--- src/rtl/divider_pkg.sv ---
// rtl/divider_pkg.sv - shared state encoding, default widths and counter sizing for the divider
package divider_pkg;

    localparam logic [1:0] ST_IDLE = 2'd0;
    localparam logic [1:0] ST_RUN  = 2'd1;
    localparam logic [1:0] ST_DONE = 2'd2;

    localparam int DW_DEF = 8;
    localparam int VW_DEF = 4;

    typedef enum logic [1:0] {
        S_IDLE = ST_IDLE,
        S_RUN  = ST_RUN,
        S_DONE = ST_DONE
    } state_t;

    // Step counter width; the extra bit keeps DW-1 representable for any DW.
    function automatic int cnt_width(input int dw);
        return $clog2(dw) + 1;
    endfunction

endpackage

--- src/rtl/div_step.sv ---
// rtl/div_step.sv - one combinational restoring shift/subtract step
module div_step #(
    parameter int VW = 4
) (
    input  logic [VW:0]   r_in,
    input  logic          d_bit,
    input  logic [VW-1:0] v,
    output logic [VW:0]   r_out,
    output logic          q_bit
);

    logic [VW:0] t;

    // The shift drops r_in's MSB, which is always 0 because R < V after each step.
    always_comb begin
        t = (r_in << 1) | {{VW{1'b0}}, d_bit};
        if (t >= {1'b0, v}) begin
            r_out = t - {1'b0, v};
            q_bit = 1'b1;
        end else begin
            r_out = t;
            q_bit = 1'b0;
        end
    end

endmodule

--- src/rtl/seq_restoring_divider.sv ---
// rtl/seq_restoring_divider.sv - iterative unsigned restoring divider; optional dbz output under DIVIDER_DBZ_FLAG_EN
module seq_restoring_divider
    import divider_pkg::*;
#(
    parameter int DW = DW_DEF,
    parameter int VW = VW_DEF
) (
    input  logic          clk,
    input  logic          rst,
    input  logic          start,
    input  logic [DW-1:0] dividend,
    input  logic [VW-1:0] divisor,
    output logic          busy,
    output logic          done,
    output logic [DW-1:0] quotient,
    output logic [VW-1:0] remainder
`ifdef DIVIDER_DBZ_FLAG_EN
    ,
    output logic          dbz
`endif
);

    localparam int CW = cnt_width(DW);
    localparam logic [CW-1:0] CNT_LAST = CW'(DW - 1);

    state_t        state_q, state_d;
    logic [DW-1:0] d_reg;
    logic [DW-1:0] q_reg;
    logic [DW-1:0] q_next;
    logic [VW-1:0] v_reg;
    logic [VW:0]   r_reg;
    logic [VW:0]   r_next;
    logic          q_bit;
    logic [CW-1:0] cnt;
    logic          last_step;
    logic          v_zero;

    div_step #(.VW(VW)) u_step (
        .r_in  (r_reg),
        .d_bit (d_reg[DW-1]),
        .v     (v_reg),
        .r_out (r_next),
        .q_bit (q_bit)
    );

    assign q_next    = (q_reg << 1) | {{(DW-1){1'b0}}, q_bit};
    assign last_step = (cnt == CNT_LAST);
    assign v_zero    = (v_reg == '0);

    always_ff @(posedge clk) begin
        if (rst) begin
            state_q <= S_IDLE;
        end else begin
            state_q <= state_d;
        end
    end

    always_comb begin
        state_d = state_q;
        busy    = 1'b0;
        done    = 1'b0;
        case (state_q)
            S_IDLE: begin
                if (start) begin
                    state_d = S_RUN;
                end
            end
            S_RUN: begin
                busy = 1'b1;
                if (last_step) begin
                    state_d = S_DONE;
                end
            end
            S_DONE: begin
                busy    = 1'b1;
                done    = 1'b1;
                state_d = S_IDLE;
            end
            default: state_d = S_IDLE;
        endcase
    end

    // Results are only touched on the final step, so they stay valid until the next run ends.
    always_ff @(posedge clk) begin
        if (rst) begin
            d_reg     <= '0;
            q_reg     <= '0;
            v_reg     <= '0;
            r_reg     <= '0;
            cnt       <= '0;
            quotient  <= '0;
            remainder <= '0;
`ifdef DIVIDER_DBZ_FLAG_EN
            dbz       <= 1'b0;
`endif
        end else begin
            case (state_q)
                S_IDLE: begin
                    if (start) begin
                        d_reg <= dividend;
                        v_reg <= divisor;
                        r_reg <= '0;
                        q_reg <= '0;
                        cnt   <= '0;
                    end
                end
                S_RUN: begin
                    d_reg <= d_reg << 1;
                    r_reg <= r_next;
                    q_reg <= q_next;
                    cnt   <= cnt + CW'(1);
                    if (last_step) begin
                        if (v_zero) begin
                            quotient  <= '1;
                            remainder <= '0;
                        end else begin
                            quotient  <= q_next;
                            remainder <= r_next[VW-1:0];
                        end
`ifdef DIVIDER_DBZ_FLAG_EN
                        dbz <= v_zero;
`endif
                    end
                end
                default: ;
            endcase
        end
    end

endmodule
--- config.mk ---
export PLATFORM = sky130hd
export DESIGN_NAME = seq_restoring_divider
export DESIGN_NICKNAME = d
export VERILOG_FILES = /design/src/rtl/divider_pkg.sv /design/src/rtl/div_step.sv /design/src/rtl/seq_restoring_divider.sv
export SDC_FILE = /design/constraint.sdc
export NUM_CORES = 1
export LEC_CHECK = 0
export CAP_MARGIN = 20
export CORE_ASPECT_RATIO = 1.1
export CORE_MARGIN = 3
export CORE_UTILIZATION = 54
export CTS_CLUSTER_DIAMETER = 100
export DETAILED_ROUTE_END_ITERATION = 10
export GPL_TIMING_DRIVEN = 0
export PLACE_DENSITY_LB_ADDON = 0.12
export REMOVE_ABC_BUFFERS = 1
export SLEW_MARGIN = 10
export SYNTH_ARGS = -nofsm -noshare
export SYNTH_HDL_FRONTEND = slang
export SYNTH_HIERARCHICAL = 1
export SYNTH_SLANG_ARGS = --single-unit
--- constraint.sdc ---
create_clock -name clk -period 2.25 [get_ports clk]
set_input_delay 0.225 -clock clk [delete_from_list [all_inputs] [get_ports clk]]
set_output_delay 0.225 -clock clk [all_outputs]
set_load 0.01 [all_outputs]
* Word level (Yosys, flattened, before mapping)
Index checks and enable logic that the tools add are counted.
Operators by class: muxes and demuxes 17, equality and inequality tests 5, add/sub/neg operators 2, reduce and logical (&&, ||, !) cells 8, bitwise logic cells 2, $lt $le $gt $ge 1
Operator list (number):
- 2-to-1 mux 4 bit | 4
- 2-to-1 mux 8 bit | 2
- case mux 4 bit (2 select lines) | 2
- case mux 8 bit (2 select lines) | 1
- case mux 7 bit (2 select lines) | 1
- bitwise OR 8 x 1 -> 8 bit | 1
- AND reduction 2 bit | 4
- 2-to-1 mux 7 bit | 1
- >= comparator 5 x 4 -> 1 bit | 1
- bitwise OR 5 x 1 -> 5 bit | 1
- adder 4 x 1 -> 4 bit, second input constant | 1
- equality test 4 x 3 -> 1 bit, second input constant | 1
- zero test 4 bit | 1
- 2-to-1 mux 2 bit | 2
- inequality test 2 bit, second input constant | 2
- case mux 2 bit (2 select lines) | 1
- subtractor 4 bit | 1
- 2-to-1 mux 1 bit | 3
- equality test 2 x 1 -> 1 bit, second input constant | 1
- equality test 2 bit, second input constant | 1
- zero test 2 bit | 1
- nonzero test 2 bit | 1
- OR reduction 2 bit | 1
Word-level totals: word-level logic and storage cells 43, input port bits 15, bits in registers 41

* Depth between registers and ports, before layout
Gate-level depths: netlist of the first run.
depth after elaboration 5, gate-level depth with buffers 8

* Modules after synthesis
Netlist of the first run, hierarchy kept.
Modules (own cells, without submodules):
- seq_restoring_divider | cells each 192, seq. area each 840.8 um^2, instances 1, area each 1775.5 um^2
- div_step | cells each 35, seq. area each 0.0 um^2, instances 1, area each 247.7 um^2

* Least setup slack after synthesis of the first run
OpenSTA, ideal clock, no wires.
path type register -> register, from register v_reg[2], to register r_reg[2], arrival time 1.662 ns, cell stages (with the launch flop) 9, setup slack 0.460 ns, required time 2.122 ns, cells stage by stage dfxtp_1 > inv_1 > ha_1 > nand4_1 > nand2_2 > nor2_4 > mux2_4 > a32oi_1 > nor2_1
Between the ends: longest elaborated chain between the ends 3, elaborated cells between the ends (all ways) 4, classes of those cells add/sub (1); order compare (1); mux (2)
RTL lines:
- start: declaration | line seq_restoring_divider.sv:30 | logic [VW-1:0] v_reg;
- start signal: assignment | line seq_restoring_divider.sv:101 | v_reg <= divisor;
- subtractor 4 bit / >= comparator 5 x 4 -> 1 bit (equally long branches) | line div_step.sv:18, div_step.sv:17
- 2-to-1 mux 4 bit (*) | line div_step.sv:17 | if (t >= {1'b0, v}) begin
- net r_next[2] | line seq_restoring_divider.sv:32 | logic [VW:0] r_next;
- case mux 4 bit (2 select lines) (*) | line seq_restoring_divider.sv:97 | case (state_q)
- end signal: assignment | line seq_restoring_divider.sv:109 | r_reg <= r_next;
- end: declaration | line seq_restoring_divider.sv:31 | logic [VW:0] r_reg;
The timed path passes the listed nets; every way through them passes the cells marked *. A chain may end at the register's enable or synchronous reset.

* Final worst setup path of the first run
from register state_q[0], to register cnt[2]
Between the ends: longest elaborated chain between the ends 3, elaborated cells between the ends (all ways) 6, classes of those cells eq/ne (2); mux (1); reduce/logical (3)
RTL lines:
- start: declaration | line seq_restoring_divider.sv:26 | state_t state_q, state_d;
- start signal: assignment | line seq_restoring_divider.sv:54 | state_q <= state_d;
- equality test 2 x 1 -> 1 bit / zero test 2 bit (equally long branches) | line seq_restoring_divider.sv:97
- nonzero test 2 bit (no source line) / inequality test 2 bit (equally long branches)
- AND reduction 2 bit (no source line)
- end signal: assignment | line seq_restoring_divider.sv:111 | cnt <= cnt + CW'(1);
- end: declaration | line seq_restoring_divider.sv:34 | logic [CW-1:0] cnt;
Several ways; a longest one is shown, not always the timed one.

==> results of run 1 <==
==> worst paths after layout <==
path / cells past startpoint / startpoint / end / slack (ps)
worst min register to register: 2 / remainder[1] / remainder[1] / 460
worst max-delay path: 5 / state_q[0] / cnt[2] / 180
worst max register to register: 5 / state_q[0] / cnt[2] / 180
worst min-delay path: 2 / rst / q_reg[5] / 410
==> power by group through the flow <==
stage,Clock (mW),Sequential [mW],Combinational (mW)
after floorplan,0,0.788,0.209
after global placement,0,0.791,0.281
after CTS,0.462,0.777,0.293
final,0.452,0.777,0.292
after global routing,0.491,0.781,0.328
after detailed placement,0,0.794,0.292
==> cell type report <==
type / instances / area [µm²] / area share
Timing Repair Buffer: 29 / 283 / 0.124
Tap cell: 48 / 60.1 / 0.0263
Inverter: 9 / 33.8 / 0.0148
Sequential cell: 41 / 821 / 0.359
Clock buffer: 5 / 37.5 / 0.0164
Multi-Input combinational cell: 151 / 1010 / 0.444
Clock inverter: 2 / 35.0 / 0.0153
==> layer usage <==
metal / vias to the layer above / global-route usage / part of all wire
met2: 31 / 0.336 / 0.53
li1: 814 / - / -
met4: 0 / 0.0983 / 0.017
met1: 773 / 0.218 / 0.42
met5: - / 0 / 0
met3: 7 / 0.0423 / 0.034
==> critical path, stage by stage (launching register included) <==
cell and delay [ps]:
dfxtp_1 340, inv_1 100, ha_1 470, nand2b_1 500, a311o_1 470, nor3_2 140
==> placed cells by master, fill, tap and decap left out, drive strengths merged, types with 2 or more instances in the layout <==
cell           instances
a211oi                 9
a21oi                 14
a32oi                 12
and3                   2
and3b                  2
buf                    2
clkbuf                 5
clkdlybuf4s50         27
dfxtp                 41
ha                     8
inv                    9
mux2                   2
mux2i                 10
nand2                 11
nand2b                 2
nand3                  8
nand3b                 2
nor2                  32
nor3                  19
nor3b                  2
o21ai                  3
==> stage by stage <==
stage / util / cells / TNS, ps
floorplan: - / 201 / 0
global placement: 0.647 / 277 / -2280
detailed placement: 0.645 / 277 / -3130
CTS: 0.667 / 284 / 0
global route: 0.669 / 285 / 0
finish: 0.669 / 285 / 0
==> what timing repair did <==
action	4_1_cts	5_1_grt
gates resized for setup	1	0
setup endpoints to repair	24	8
pin swaps	0	1
endpoints found under the hold margin	0	0
setup buffers	0	1
==> out/qor.yml, run 1 <==
worstSetupStartpointType: "flip-flop"
place_area_um2: 2200
die_x_um: 63.4
irDropWorstVdd_mv: 0.468
p_int_mw: 1.11
synthesis.instances: 217
pin_count: 29
cts_root_buf: "clkbuf_4"
worst_slack_ps: 176
end_kind: "flip-flop"
finalSetupViolations: 0
avgSynthCellArea_um2: 9.02
arrival_ps: 2350
p_sw_mw: 0.414
hold_class: "input port to flip-flop"
seq_power_share: 0.511
layout_min_cycle_time_ps: 2070
clk_latency_ps: 350
initial_core_util: 0.573
nFillCells: 304
wire_per_inst_um: 13.5
syn-cell-area_um2: 1960
p_clk_frac: 0.297
worst_pin_slew_ps: 708
first_global_vias: 1589
die_area_um2: 4380
fmax_mhz: 482
areaGrowthSynthToFinish_pct: 16.8
cts_buffers: 5
crit_fanout: 17
pwr-share-comb: 0.192
report.power.total_mw: 1.52
antenna_found_initial: 0
final_area_um2: 2280
clk_pin_slew_ps: 120
std_cell_rows: 22
clockBufferDepth: 2
p_sw_frac: 0.272
clock-sinks: 41
grt_first_pass_wirelength_um: 6890
power_density_nw_per_um2: 666
drcViolationCount: 0
cts_tree: "done"
via_per_inst: 5.70
nets: 261
drt_iter0_markers: 143
rsz0062_at_grt: "false"
drv_slew: 0
h-tree-depth: 2
criticalPathCategory: "flip-flop to flip-flop"
first_pass_iters: 4
skew_ps: 8.87
required_ps: 2530
hpwl_um: 2740
fin_hold_ws_ps: 412
cts_hold_repair.buffers: 0
vias: 1625
final_hold_viol_count: 0
p_leak_nw: 0.809
grt_usage: 0.193
maxCapViolations: 0
final_antenna_net_count: 0
routed_wl_um: 3860
min_period_over_period: 0.922
gp_congestion: 0.764
gr-total-overflow: 0
layout-drive-gt1-share: 0.0844
dp_slack_ps: -288
status: "completed"
yosys_warnings: 6
core_um2: 3410
max-slew-margin-rel: 0.519
grt_max_degree: 42
io_buffers: 28
diodes: 0
die_y_um: 69.1
Note: power is estimated with default switching activity, not from simulation.
==> inputs of run 2 (changes only) <==
- clock period: 2.25 -> 2.2 ns (I/O delays scaled with it)
==> run 2 against run 1 <==
Compared with the run above:
- sequential cell count stayed put
- cell area is 0.11% higher
- maximum frequency is 3.9% higher
- die area stayed put
- first-iteration DRC count is 4.2% lower
- final cell count stayed put
- critical path depth stayed put
- hold slack worse by 5.2 ps
- power is 2.3% higher
- global-route usage stayed put
- core utilization is 0.073 points higher
- sequential share of layout area hardly changed
==> out/qor.yml, run 2 (same netlist as run 1, synthesis figures left out) <==
wire_per_inst_um: 13.6
required_ps: 2480
final_antenna_net_count: 0
hpwl_um: 2740
cts_hold_repair.buffers: 0
place_area_um2: 2200
initial_core_util: 0.573
skew_ps: 8.87
fmax_mhz: 501
grt_use_met2: 0.336
p_sw_mw: 0.424
setup_tns_ps: 0
gp_congestion: 0.764
vias: 1626
clk_latency_ps: 350
final_area_um2: 2290
finalSetupViolations: 0
use_met1: 0.218
end_kind: "flip-flop"
diodes: 0
clk_pin_slew_ps: 120
nFillCells: 305
maxCapViolations: 0
cts_tree: "done"
drcViolationCount: 0
seq_power_share: 0.510
worstSetupStartpointType: "flip-flop"
p_int_mw: 1.13
crit_fanout: 29
path_buf_inv: 1
irDropWorstVdd_mv: 0.479
fin_util: 0.670
layout_min_cycle_time_ps: 2000
crit_chain: "inv_1, ha_2, and4b_1, nand3_1, a21oi_1"
die_y_um: 69.1
via_per_inst: 5.71
layout-drive-gt1-share: 0.0886
first_global_vias: 1589
busiest_layer: "met2"
h-tree-depth: 2
die_x_um: 63.4
p_clk_frac: 0.297
status: "completed"
routed_wl_um: 3870
global_route.usage.met3: 0.0423
p_sw_frac: 0.273
gr-total-overflow: 0
slowest_delay_ps: 600
pwr-share-comb: 0.193
grt_max_degree: 42
grt_first_pass_wirelength_um: 6890
final_hold_viol_count: 0
drv_slew: 0
final_common_cell: "dfxtp_1"
p_leak_nw: 0.809
pin_count: 29
cts_root_buf: "clkbuf_4"
cts_buffers: 5
power_density_nw_per_um2: 680
die_area_um2: 4380
clock-sinks: 41
first_pass_iters: 4
hold_class: "input port to flip-flop"
grt_usage: 0.193
nets: 261
core_um2: 3410
std_cell_rows: 22
rsz0062_at_grt: "false"
max-slew-margin-rel: 0.519
arrival_ps: 2270
crit_family: "simple AND/OR/NAND/NOR gates"
layout_common_cells: "dfxtp_1, nor2_1, clkdlybuf4s50_1"
areaGrowthSynthToFinish_pct: 16.9
critPathSlowestCell: "ha_2"
clockBufferDepth: 2
io_buffers: 28
worst_pin_slew_ps: 708
antenna_found_initial: 0
min_period_over_period: 0.908
criticalPathCategory: "flip-flop to flip-flop"
drt_iter0_markers: 137
## run 2: path summary, 6_finish.rpt
kind | start | endpoint | slack, ps | cells past startpoint
setup / recovery | state_q[1] | remainder[1] | 200 | 5
hold reg to reg | remainder[1] | remainder[1] | 460 | 2
setup reg to reg | state_q[1] | remainder[1] | 200 | 5
hold / removal | rst | q_reg[5] | 410 | 2
## run 2: cell type report
cell class | count | area (µm²) | share of cell area
multi-input combinational | 151 | 1020 | 0.445
clock inverter | 2 | 35.0 | 0.0153
tap | 48 | 60.1 | 0.0263
sequential | 41 | 821 | 0.359
clock buffer | 5 | 37.5 | 0.0164
inverter | 9 | 33.8 | 0.0148
timing repair buffer | 29 | 283 | 0.124
## run 2: timing repair
| action | in CTS | in global routing |
|---|---|---|
| endpoints found under the hold margin | 0 | 0 |
| resized for setup | 1 | 1 |
| setup endpoints to repair | 26 | 9 |
| buffers inserted | 0 | 1 |
| pin swaps | 0 | 1 |
## run 2: metal layers
metal	part of all wire	wire, µm
met5	0	0
met4	0.017	65
met3	0.034	133
met2	0.53	2040
met1	0.42	1630
## run 2: power groups by stage
stage                     clock, mW  combinational (mW)  sequential, mW
after floorplan                   0               0.214           0.805
final                         0.462               0.300           0.794
after CTS                     0.473               0.299           0.795
after global placement            0               0.288           0.809
after global routing          0.502               0.337           0.799
after detailed placement          0               0.298           0.812
## run 2: per-stage QoR
step | cells | total power [mW] | setup WS [ps] | hold WS, ps
final | 285 | 1.56 | 203 | 407
after global routing | 285 | 1.64 | 29.0 | 435
after CTS | 284 | 1.57 | 89.8 | 393
after detailed placement | 277 | 1.11 | -338 | 452
after global placement | 277 | 1.10 | -288 | 440
after floorplan | 201 | 1.02 | 269 | 289
## run 2: worst register-to-register path: stages, from the launching register on
cell and delay, ps:
dfxtp_1 340, inv_1 90, ha_2 600, and4b_1 580
nand3_1 150, a21oi_1 160
